--- config.mk ---
export PLATFORM = sky130hd
export DESIGN_NAME = odd_parity_sched
export DESIGN_NICKNAME = d
export VERILOG_FILES = /design/src/rtl/odd_parity_sched.sv
export SDC_FILE = /design/constraint.sdc
export NUM_CORES = 1
export LEC_CHECK = 0
export CAP_MARGIN = 30
export CORE_MARGIN = 3
export CORE_UTILIZATION = 25
export CTS_CLUSTER_DIAMETER = 100
export DETAILED_ROUTE_END_ITERATION = 10
export SLEW_MARGIN = 20
export SYNTH_ARGS = -nofsm -noshare
export SYNTH_HDL_FRONTEND = slang
export SYNTH_SLANG_ARGS = --single-unit
--- constraint.sdc ---
create_clock -name clk -period 1.75 [get_ports clk]
set_clock_uncertainty 0.2 [all_clocks]
set_input_delay 0.4375 -clock clk [delete_from_list [all_inputs] [get_ports clk]]
set_output_delay 0.4375 -clock clk [all_outputs]
set_load 0.02 [all_outputs]
--- src/rtl/odd_parity_sched.sv ---
// Two-requester round-robin scheduler feeding an LSB-first serial engine that
// reports the odd-parity bit of each granted word.
module odd_parity_sched #(
  parameter int unsigned DW = 8
) (
  input  logic          clk,
  input  logic          arstn,
  input  logic          req0,
  input  logic [DW-1:0] data0,
  input  logic          req1,
  input  logic [DW-1:0] data1,
  output logic          gnt0,
  output logic          gnt1,
  output logic          ser_bit,
  output logic          ser_en,
  output logic          busy,
  output logic          done,
  output logic          parity
);

  localparam int unsigned CW = $clog2(DW) + 1;

  localparam logic [1:0] StIdle  = 2'd0;
  localparam logic [1:0] StShift = 2'd1;
  localparam logic [1:0] StDone  = 2'd2;

  logic [1:0]    state_q, state_d;
  logic [DW-1:0] shreg_q, shreg_d;
  logic [CW-1:0] cnt_q, cnt_d;
  logic          acc_q, acc_d;
  logic          last_q, last_d;
  logic          gnt0_q, gnt0_d;
  logic          gnt1_q, gnt1_d;
  logic          ser_bit_q, ser_bit_d;
  logic          ser_en_q, ser_en_d;
  logic          busy_q, busy_d;
  logic          done_q, done_d;
  logic          parity_q, parity_d;
  logic          grant_sel;

  // Outputs are computed one cycle ahead so every output is a plain flop.
  always_comb begin
    state_d   = state_q;
    shreg_d   = shreg_q;
    cnt_d     = cnt_q;
    acc_d     = acc_q;
    last_d    = last_q;
    gnt0_d    = gnt0_q;
    gnt1_d    = gnt1_q;
    busy_d    = busy_q;
    parity_d  = parity_q;
    ser_bit_d = 1'b0;
    ser_en_d  = 1'b0;
    done_d    = 1'b0;
    grant_sel = 1'b0;

    case (state_q)
      StIdle: begin
        gnt0_d = 1'b0;
        gnt1_d = 1'b0;
        busy_d = 1'b0;
        if (req0 || req1) begin
          // On a tie the requester not served last wins.
          grant_sel = (req0 && req1) ? ~last_q : req1;
          state_d   = StShift;
          shreg_d   = grant_sel ? data1 : data0;
          cnt_d     = '0;
          acc_d     = 1'b0;
          last_d    = grant_sel;
          gnt0_d    = ~grant_sel;
          gnt1_d    = grant_sel;
          busy_d    = 1'b1;
          ser_en_d  = 1'b1;
          ser_bit_d = grant_sel ? data1[0] : data0[0];
        end
      end
      StShift: begin
        busy_d  = 1'b1;
        acc_d   = acc_q ^ shreg_q[0];
        shreg_d = {1'b0, shreg_q[DW-1:1]};
        cnt_d   = cnt_q + CW'(1);
        if (cnt_q == CW'(DW - 1)) begin
          state_d  = StDone;
          done_d   = 1'b1;
          parity_d = ~(acc_q ^ shreg_q[0]);
        end else begin
          ser_en_d  = 1'b1;
          ser_bit_d = shreg_q[1];
        end
      end
      StDone: begin
        state_d = StIdle;
        gnt0_d  = 1'b0;
        gnt1_d  = 1'b0;
        busy_d  = 1'b0;
      end
      default: begin
        state_d = StIdle;
        gnt0_d  = 1'b0;
        gnt1_d  = 1'b0;
        busy_d  = 1'b0;
      end
    endcase
  end

  always_ff @(posedge clk) begin
    if (!arstn) begin
      state_q   <= StIdle;
      shreg_q   <= '0;
      cnt_q     <= '0;
      acc_q     <= 1'b0;
      last_q    <= 1'b1;
      gnt0_q    <= 1'b0;
      gnt1_q    <= 1'b0;
      ser_bit_q <= 1'b0;
      ser_en_q  <= 1'b0;
      busy_q    <= 1'b0;
      done_q    <= 1'b0;
      parity_q  <= 1'b0;
    end else begin
      state_q   <= state_d;
      shreg_q   <= shreg_d;
      cnt_q     <= cnt_d;
      acc_q     <= acc_d;
      last_q    <= last_d;
      gnt0_q    <= gnt0_d;
      gnt1_q    <= gnt1_d;
      ser_bit_q <= ser_bit_d;
      ser_en_q  <= ser_en_d;
      busy_q    <= busy_d;
      done_q    <= done_d;
      parity_q  <= parity_d;
    end
  end

  assign gnt0    = gnt0_q;
  assign gnt1    = gnt1_q;
  assign ser_bit = ser_bit_q;
  assign ser_en  = ser_en_q;
  assign busy    = busy_q;
  assign done    = done_q;
  assign parity  = parity_q;

endmodule

==> results.sh <==
export IMPL_yosysUniqueCellTypes=33
export IMPL_critPathArrivalTime_ps=1630
export IMPL_htreeDepth=1
export IMPL_synth_top_cell_by_area="dfxtp_1"
export IMPL_min_period_over_period_pct=96.6
export IMPL_initial_core_util_pct=26.1
export IMPL_cts_sinks=23
export IMPL_clock_fmax_mhz=592
export IMPL_synth_avg_cell_area_sq_um=9.37
export IMPL_power_density_mw_per_mm2=696
export IMPL_synth_top_family_by_area="simple AND/OR/NAND/NOR gates"
export IMPL_relSlewSlack_pct=72.9
export IMPL_postCtsSetupBuffers=0
export IMPL_synth_seq_cells=23
export IMPL_netlist_area_sq_mm=0.00115
export IMPL_rsz0062_at_grt="no"
export IMPL_grt_ovfl_total=0
export IMPL_vias_per_cell=4.72
export IMPL_min_path_type="register to register"
export IMPL_cts_max_path_buffers=2
export IMPL_place_congestion=0.788
export IMPL_worstSetupEndpointType="register"
export IMPL_route_detailed_drc=0
export IMPL_synthFlopType="dfxtp_1"
export IMPL_wl_per_cell_microns=12.8
export IMPL_ir_drop_mv=0.283
export IMPL_drt_wl_total_microns=2700
export IMPL_yosysMostFrequentCell="dfxtp_1"
export IMPL_synth_edf_count=0
export IMPL_outcome="completed"
export IMPL_hold_buffers=0
export IMPL_synth_xor_area_share_pct=0.760
export IMPL_vias=991
export IMPL_gr_usage_met3_pct=2.33
export IMPL_die_w_microns=73.9
export IMPL_first_global_vias=1051
export IMPL_ios=27
export IMPL_synthAdderAreaFrac_pct=1.09
export IMPL_synth_nets=144
export IMPL_worstSkewPairLatency_ps=270
export IMPL_setup_viol=0
export IMPL_drive_above_1_share_pct=17.1
export IMPL_min_period_ps=1690
export IMPL_io_buffers=26
export IMPL_final_util_pct=36.2
export IMPL_grt_pass1_wl_microns=4430
export IMPL_maxCapViolCount=0
export IMPL_startpoint_type="primary input"
export IMPL_leakage_nw=0.663
export IMPL_syn_to_final_growth_pct=38.5
export IMPL_placedCellCount=206
export IMPL_synth_mux_area_share_pct=8.69
export IMPL_crit_type="primary input to register"
export IMPL_grt_usage_pct=10.6
export IMPL_first_pass_iters=4
export IMPL_yosysWarningCount=0
export IMPL_cp_required_ps=1690
export IMPL_yosys_area_share_simple_pct=22.9
export IMPL_drt_iter0_drc=31
export IMPL_worstMarginPinSlew_ps=406
export IMPL_ctsRootBufferMaster="clkbuf_8"
export IMPL_use_met1_pct=11.8
export IMPL_grt_max_degree=25
export IMPL_synth_top_area_share_pct=40.0
export IMPL_dpl_cell_area_sq_mm=0.00153
export IMPL_stdcell_area_sq_mm=0.00160
export IMPL_cts_tree="done"
export IMPL_core_sq_mm=0.00441
export IMPL_synth_compound_area_share_pct=21.2
export IMPL_crit_fanout=5
export IMPL_rows=24
export IMPL_syn_inst=123
export IMPL_async_reset_ff_share_pct=0
export IMPL_met2_usage_pct=19.0
export IMPL_die_y_microns=73.9
export IMPL_seq_area_frac_synth_pct=40.0
export IMPL_cts_buffers=3
export IMPL_nets=180
export IMPL_synthTopCellsByArea="dfxtp_1 (40%), mux2i_1 (8.7%), and3b_1 (5.3%)"
export IMPL_finalNonFillerCells=210
export IMPL_synthTopCellsByCount="dfxtp_1 (23), mux2i_1 (10), a211oi_1 (8), o22ai_1 (8)"
export IMPL_detail_route_antenna_nets=0
export IMPL_antenna_found_initial=0
export IMPL_grt_busiest_layer="met2"
export IMPL_dp_hpwl_microns=2020
export IMPL_finalHoldViolations=0
export IMPL_die_area_sq_mm=0.00546
export IMPL_clk_pin_slew_ps=80
export IMPL_n_antenna_cell=0
export IMPL_slew_violations=0
## worst paths after layout
kind              startpoint  endpoint  slack (ps)  cells after the start
setup / recovery        req1   ser_bit          60                      5
hold / removal          gnt0      gnt0         260                      2
setup reg to reg    cnt_q[0]   ser_bit         290                      3
hold reg to reg         gnt0      gnt0         260                      2
## layout make-up
type | count | area, sq um
Multi-Input combinational cell | 89 | 652
Clock buffer | 4 | 45.0
Inverter | 2 | 7.51
Tap cell | 52 | 65.1
Fill cell | 442 | 2820
Sequential cell | 23 | 460
Timing Repair Buffer | 40 | 367
## where the power goes
part | switching (W) | total [W] | leakage [nW] | internal [W]
clock | 0.000168 | 0.000331 | 0.0228 | 0.000162
sequential | 0.0000227 | 0.000575 | 0.189 | 0.000552
combinational | 0.0000880 | 0.000204 | 0.452 | 0.000117
total | 0.000279 | 0.00111 | 0.663 | 0.000831
## placed cells by master (no fill, tap or decap), types with 2 or more instances in the layout
master | Yosys | layout
nor2b_1 | 3 | 3
a211oi_2 | 0 | 3
dfxtp_1 | 23 | 23
nor3b_1 | 2 | 2
and2_1 | 6 | 6
o22ai_1 | 8 | 8
a21oi_1 | 7 | 7
nand2b_1 | 4 | 4
inv_1 | 2 | 2
buf_6 | 2 | 3
nand2_1 | 6 | 6
nor2_1 | 4 | 4
and3b_1 | 7 | 7
buf_4 | 1 | 11
and3_1 | 2 | 2
mux2i_1 | 10 | 10
clkbuf_8 | 0 | 3
clkdlybuf4s50_1 | 0 | 18
a211oi_1 | 8 | 5
dlygate4sd2_1 | 0 | 8
o21ai_0 | 7 | 7
nand3_1 | 2 | 2
## logic make-up (layout without fill, tap and decap cells)
family                     Yosys count  count (layout)
buffers and inverters               11              46
xor gates and xnor gates             1               1
DFF                                 23              23
adders and majority gates            1               1
muxes                               10              10
AOI/OAI and AO/OA                   36              36
and+or+nand+nor                     41              41
## metal layers
metal | vias up | wire length [microns]
li1 | 519 | -
met1 | 456 | 1170
met2 | 14 | 1410
met3 | 2 | 96
met4 | 0 | 18
met5 | - | 0
## per-stage QoR
step | setup TNS (ps) | worst slack, ps | hold WS (ps) | total power [W]
after CTS | 0 | 4.13 | 261 | 0.00112
after detailed placement | -3440 | -290 | 251 | 0.000791
after global placement | -2650 | -253 | 247 | 0.000784
after global routing | 0 | 6.09 | 288 | 0.00117
after floorplan | 0 | 337 | 242 | 0.000688
final | 0 | 59.6 | 261 | 0.00111
## sequential cells by signal, indices dropped and copies added (netlist names)
| register | count |
|---|---|
| gnt1 | 1 |
| acc_q | 1 |
| shreg_q | 8 |
| gnt0 | 1 |
| ser_en | 1 |
| done | 1 |
| parity | 1 |
| busy | 1 |
| state_q | 2 |
| ser_bit | 1 |
| last_q | 1 |
| cnt_q | 4 |
## critical path, cell delays in order
cell,delay [ps]
clkdlybuf4s50_1,520
a21boi_4,220
buf_6,150
mux2i_1,190
o32ai_1,110
## timing repair
item                                    in CTS  in global routing
endpoints found under the hold margin        0                  0
endpoints found under the setup margin       8                  7
pin swaps                                    0                  1
resized for setup                            8                  7
Power figures use the tool's default switching activity.
